<file path="src/rtl/vm_input_conditioner.sv">
// Input conditioner for the vending machine: synchronises, debounces and edge-detects
// ten raw inputs, then latches each press per group until the consumer samples it.
module vm_input_conditioner #(
  parameter int DEBOUNCE_CYCLES = 1000000,
  parameter int CNT_W           = 20
) (
  input  logic       clk,
  input  logic       rst,
  input  logic [3:0] coin_raw,
  input  logic [3:0] select_raw,
  input  logic       confirm_raw,
  input  logic       reset_total_raw,
  input  logic       consume_tick,
  output logic [3:0] coin_evt,
  output logic [3:0] select_evt,
  output logic       confirm_evt,
  output logic       reset_total_evt,
  output logic       overrun
);

  localparam int N_IN = 10;
  localparam logic [CNT_W-1:0] CNT_LAST = CNT_W'(DEBOUNCE_CYCLES - 1);

  // Bit layout shared by all per-input vectors: {reset_total, confirm, select[3:0], coin[3:0]}
  logic [N_IN-1:0]  raw_all;
  logic [N_IN-1:0]  sync1_q, sync1_d;
  logic [N_IN-1:0]  sync2_q, sync2_d;
  logic [N_IN-1:0]  stable_q, stable_d;
  logic [N_IN-1:0]  press;
  logic [CNT_W-1:0] cnt_q [N_IN];
  logic [CNT_W-1:0] cnt_d [N_IN];

  logic [3:0] coin_pend_q, coin_pend_d;
  logic [3:0] select_pend_q, select_pend_d;
  logic       confirm_pend_q, confirm_pend_d;
  logic       reset_total_pend_q, reset_total_pend_d;
  logic       overrun_q, overrun_d;

  logic [3:0] coin_win, select_win;
  logic       coin_disc, select_disc, confirm_disc, reset_total_disc;

  function automatic logic [3:0] lowest4(input logic [3:0] v);
    return v & (~v + 4'd1);
  endfunction

  function automatic logic multi4(input logic [3:0] v);
    return (v & (v - 4'd1)) != 4'd0;
  endfunction

  assign raw_all = {reset_total_raw, confirm_raw, select_raw, coin_raw};

  // Debounce: a change is accepted only after DEBOUNCE_CYCLES consecutive differing samples.
  always_comb begin
    sync1_d  = raw_all;
    sync2_d  = sync1_q;
    stable_d = stable_q;
    press    = '0;
    for (int i = 0; i < N_IN; i++) begin
      cnt_d[i] = '0;
      if (sync2_q[i] != stable_q[i]) begin
        if (cnt_q[i] == CNT_LAST) begin
          stable_d[i] = sync2_q[i];
          press[i]    = sync2_q[i];
        end else begin
          cnt_d[i] = cnt_q[i] + 1'b1;
        end
      end
    end
  end

  // Pending update: an empty slot always loads; a full slot only turns over on a tick.
  always_comb begin
    coin_win         = lowest4(press[3:0]);
    select_win       = lowest4(press[7:4]);
    coin_disc        = multi4(press[3:0]);
    select_disc      = multi4(press[7:4]);
    confirm_disc     = 1'b0;
    reset_total_disc = 1'b0;

    coin_pend_d = coin_pend_q;
    if (coin_pend_q == 4'd0 || consume_tick) begin
      coin_pend_d = coin_win;
    end else if (coin_win != 4'd0) begin
      coin_disc = 1'b1;
    end

    select_pend_d = select_pend_q;
    if (select_pend_q == 4'd0 || consume_tick) begin
      select_pend_d = select_win;
    end else if (select_win != 4'd0) begin
      select_disc = 1'b1;
    end

    confirm_pend_d = confirm_pend_q;
    if (!confirm_pend_q || consume_tick) begin
      confirm_pend_d = press[8];
    end else if (press[8]) begin
      confirm_disc = 1'b1;
    end

    reset_total_pend_d = reset_total_pend_q;
    if (!reset_total_pend_q || consume_tick) begin
      reset_total_pend_d = press[9];
    end else if (press[9]) begin
      reset_total_disc = 1'b1;
    end

    overrun_d = coin_disc | select_disc | confirm_disc | reset_total_disc;
  end

  always_ff @(posedge clk) begin
    if (rst) begin
      sync1_q            <= '0;
      sync2_q            <= '0;
      stable_q           <= '0;
      coin_pend_q        <= '0;
      select_pend_q      <= '0;
      confirm_pend_q     <= 1'b0;
      reset_total_pend_q <= 1'b0;
      overrun_q          <= 1'b0;
      for (int i = 0; i < N_IN; i++) begin
        cnt_q[i] <= '0;
      end
    end else begin
      sync1_q            <= sync1_d;
      sync2_q            <= sync2_d;
      stable_q           <= stable_d;
      coin_pend_q        <= coin_pend_d;
      select_pend_q      <= select_pend_d;
      confirm_pend_q     <= confirm_pend_d;
      reset_total_pend_q <= reset_total_pend_d;
      overrun_q          <= overrun_d;
      for (int i = 0; i < N_IN; i++) begin
        cnt_q[i] <= cnt_d[i];
      end
    end
  end

  assign coin_evt        = coin_pend_q;
  assign select_evt      = select_pend_q;
  assign confirm_evt     = confirm_pend_q;
  assign reset_total_evt = reset_total_pend_q;
  assign overrun         = overrun_q;

endmodule
</file>
<file path="config.mk">
export PLATFORM = sky130hd
export DESIGN_NAME = vm_input_conditioner
export DESIGN_NICKNAME = d
export VERILOG_FILES = /design/src/rtl/vm_input_conditioner.sv
export SDC_FILE = /design/constraint.sdc
export NUM_CORES = 1
export LEC_CHECK = 0
export ABC_AREA = 1
export BUFFER_PORTS_ARGS = -buffer_cell sky130_fd_sc_hd__buf_4
export CELL_PAD_IN_SITES_DETAIL_PLACEMENT = 2
export CELL_PAD_IN_SITES_GLOBAL_PLACEMENT = 2
export CORE_UTILIZATION = 28
export CTS_CLUSTER_SIZE = 10
export DETAILED_ROUTE_END_ITERATION = 10
export HOLD_SLACK_MARGIN = 0.08
export PLACE_DENSITY_LB_ADDON = 0.15
export SKIP_LAST_GASP = 1
export SYNTH_ARGS = -nofsm -noshare
export SYNTH_HDL_FRONTEND = slang
export SYNTH_SLANG_ARGS = --single-unit
</file>
<file path="constraint.sdc">
create_clock -name clk -period 1.6 [get_ports clk]
set_input_delay 0.08 -clock clk [delete_from_list [all_inputs] [get_ports clk]]
set_output_delay 0.08 -clock clk [all_outputs]
set_load 0.02 [all_outputs]
</file>
==> results.py <==
metrics = {
    "placed_design": {
        "detailedPlacementHpwl_um": 24600,
        "detailedPlace.worstSlack_ns": -0.268,
        "globalplace.congestion": 0.748,
        "post-place-cells": 2296,
        "placed_cell_area_mm2": 0.0139,
        "buffer_ports.inserted": 23,
    },
    "clock_network": {
        "ctsRootBufferMaster": "clkbuf_16",
        "numCtsBuffers": 31,
        "clock_transition_at_the_register_clock_pins_on_the_worst_setup_and_hold_paths_after_cts_ns": 0.05,
        "clock_latency_of_the_later_clocked_register_in_the_worst_skew_pair_ns": 0.57,
        "tritoncts": "yes",
        "tritoncts_num_sinks": 241,
        "cts.path.max_buffers": 3,
        "htree_num_levels": 1,
    },
    "timing": {
        "setup_repair_after_global_routing_missed_its_margin": "true",
        "final_max_slew_viol_count": 0,
        "timing.final.crit_period_ns": 1.75,
        "hold_viol_final": 0,
        "fin_worst_hold_slack_ns": 0.271,
        "worst_slack_setup_final_ns": -0.154,
        "setup_viol": 92,
        "timing_worst_slew_pin_value_ns": 0.431,
        "timing.clock.skew_ns": 0.0168,
        "period_share_pct": 110,
        "peak_clock_frequency_supported_by_timing_mhz": 570,
        "final.setup.tns_ns": -4.54,
        "tightest_slew_margin_relative_to_the_limit_pct": 71.0,
    },
    "cells_and_area": {
        "layout.cell_area.non_filler_mm2": 0.0176,
        "final_cells": 2496,
        "num_antenna_cells": 0,
        "area_delta_synth_final_pct": 58.8,
        "multiInputGateArea_mm2": 0.00667,
        "drive_above_1_share_pct": 41.6,
        "layout.nets": 1981,
        "layout.core_utilization_pct": 45.3,
        "area.sequential_mm2": 0.00492,
        "fillers": 4340,
    },
    "setup_path": {
        "timing.critical_path.fanout_max": 4,
        "cp-start-kind": "flip-flop",
        "worstSetupEndpointType": "flip-flop",
        "cp-startpoint": "cnt_q[9][0]$_SDFF_PP0_",
        "regToRegStartpoint": "cnt_q[9][0]$_SDFF_PP0_",
        "required_ns": 2.04,
        "cp_data_arrival_time_ns": 2.20,
        "setup.worst_path.class": "reg -> reg",
    },
    "power": {
        "irDropWorstVdd_mv": 0.769,
        "post-layout-total-power_mw": 13.2,
        "power-per-cell-area_mw_per_mm2": 748,
        "power.leakage_nw": 7.08,
    },
    "drt": {
        "detail_route.vias_per_cell": 4.59,
        "drc_errors": 0,
        "route.detailed.wl_per_inst_um": 15.9,
        "wl_um": 39800,
        "drt_pass1_iterations": 4,
        "detail-route-antenna-nets": 0,
        "drt-initial-drc-count": 226,
        "routed_via_count": 11500,
    },
    "synth": {
        "yosysSeqAreaShare_pct": 43.4,
        "synth_enable_flop_cells": 0,
        "mappedNetlistNets": 1538,
        "yosys.cell_types.count": 47,
        "synth.area.top_cells": "dfxtp_1 (43%), nand2_1 (8.8%), nor2_1 (8.7%), inv_1 (7.3%), a21oi_1 (4.6%)",
        "synth_async_sr_flop_share_pct": 0,
        "synth_warnings": 0,
        "yosysTopAreaCell": "dfxtp_1",
        "yosys.area.top_type_share_pct": 43.4,
        "syn-instance-count": 1515,
        "synthTopCellsByCount": "nand2_1 (259), nor2_1 (257), dfxtp_1 (241)",
        "syn-mean-instance-area_um2": 7.33,
        "ys_ff_latch": 241,
        "yosysMostFrequentCell": "nand2_1",
        "synth.cell_area_mm2": 0.0111,
        "synth_top_flop_cell": "dfxtp_1",
    },
    "hold_path": {
        "min_from": "select_raw[0]",
        "holdCritPathClass": "in -> reg",
    },
    "grt": {
        "first_global_vias": 12700,
        "grt-ovfl-total": 0,
        "antenna_found_initial": 0,
        "gr-usage-all-layers_pct": 18.0,
        "first_pass_grt_wire_length_um": 60500,
        "grt_max_degree": 21,
    },
    "outcome": {
        "violations": "negative setup slack",
        "run_status": "finished with violations",
    },
    "floorplan": {
        "floorplan.initialDensity_pct": 28.5,
        "boundaryPins": 24,
        "die_width_um": 201,
        "number_of_cell_rows": 72,
        "floorplan.die_area_mm2": 0.0405,
        "core_area_mm2": 0.0389,
        "chipHeight_um": 201,
    },
    "run": {
        "maxcap_viol_count": 0,
    },
}
==> cell usage in the layout, fill, tap and decap left out, drive strengths merged, types with 10 or more instances in the layout <==
cell         instances
ha                  10
clkbuf              51
nand3               91
xnor2               21
nor4                15
xor2                43
nand2              264
or2                 17
nand4               32
buf                415
nor2               286
a21oi              103
o21ai               39
dlygate4sd3         18
dfxtp              241
o21a                10
nor3b               24
nor3                48
inv                226
==> worst max-delay path, stage by stage (launching register included) <==
cell and delay (ns):
dfxtp_4 0.36, ha_4 0.14, nand3_4 0.10, nor2_4 0.13
nand3_4 0.09, buf_4 0.16, buf_6 0.11, nor2_4 0.10
nand4_1 0.13, xor2_1 0.25, nor2_1 0.06
==> sequential cells by signal, summed over array words and instances, names as in the netlist <==
register	flops
coin_evt	4
sync2_q	10
overrun	1
cnt_q	200
confirm_evt	1
stable_q	10
select_evt	4
reset_total_evt	1
sync1_q	10
==> power breakdown <==
| part | internal [mW] | total (mW) | switching, mW |
|---|---|---|---|
| logic | 0.148 | 0.311 | 0.164 |
| clock network | 4.14 | 6.84 | 2.70 |
| registers | 6.01 | 6.04 | 0.0250 |
| total | 10.3 | 13.2 | 2.89 |
==> final timing paths <==
path / slack (ns) / cells past startpoint / to
setup reg to reg: -0.15 / 10 / cnt_q[9][18]$_SDFF_PP0_
setup / recovery: -0.15 / 10 / cnt_q[9][18]$_SDFF_PP0_
hold / removal: 0.27 / 4 / sync1_q[4]$_SDFF_PP0_
hold reg to reg: 0.41 / 2 / sync2_q[4]$_SDFF_PP0_
==> routing by layer <==
metal	wire length (um)	up-vias	global-route usage, %
li1	-	5708	-
met1	16200	5616	20.1
met2	21900	81	35.4
met3	842	52	2.45
met4	817	0	4.12
met5	0	-	0
==> area by class of cell <==
type	instances	area share, %
Inverter	226	4.90
Sequential cell	241	27.9
Multi-Input combinational cell	1024	37.8
Clock buffer	50	5.37
Timing Repair Buffer	434	20.1
Clock inverter	3	0.227
Tap cell	518	3.68
==> cell families (layout without fill, tap and decap cells) <==
family / after synthesis / in the layout / synth area share (%)
AND/OR/NAND/NOR: 784 / 784 / 33.8
buffers and inverters: 250 / 713 / 8.56
XOR/XNOR: 64 / 64 / 5.05
adder cells (fa/ha/maj): 10 / 10 / 1.13
AO/OA/AOI/OAI: 166 / 166 / 8.01
flip-flops: 241 / 241 / 43.4
==> repair_timing <==
action,CTS,global route
endpoints found under the setup margin,156,182
resized for setup,212,225
pin swaps,96,143
hold buffers,18,0
gates cloned,2,2
hold endpoints to repair,32,0
setup buffers,74,61
Note: power is estimated with default switching activity, not from simulation.
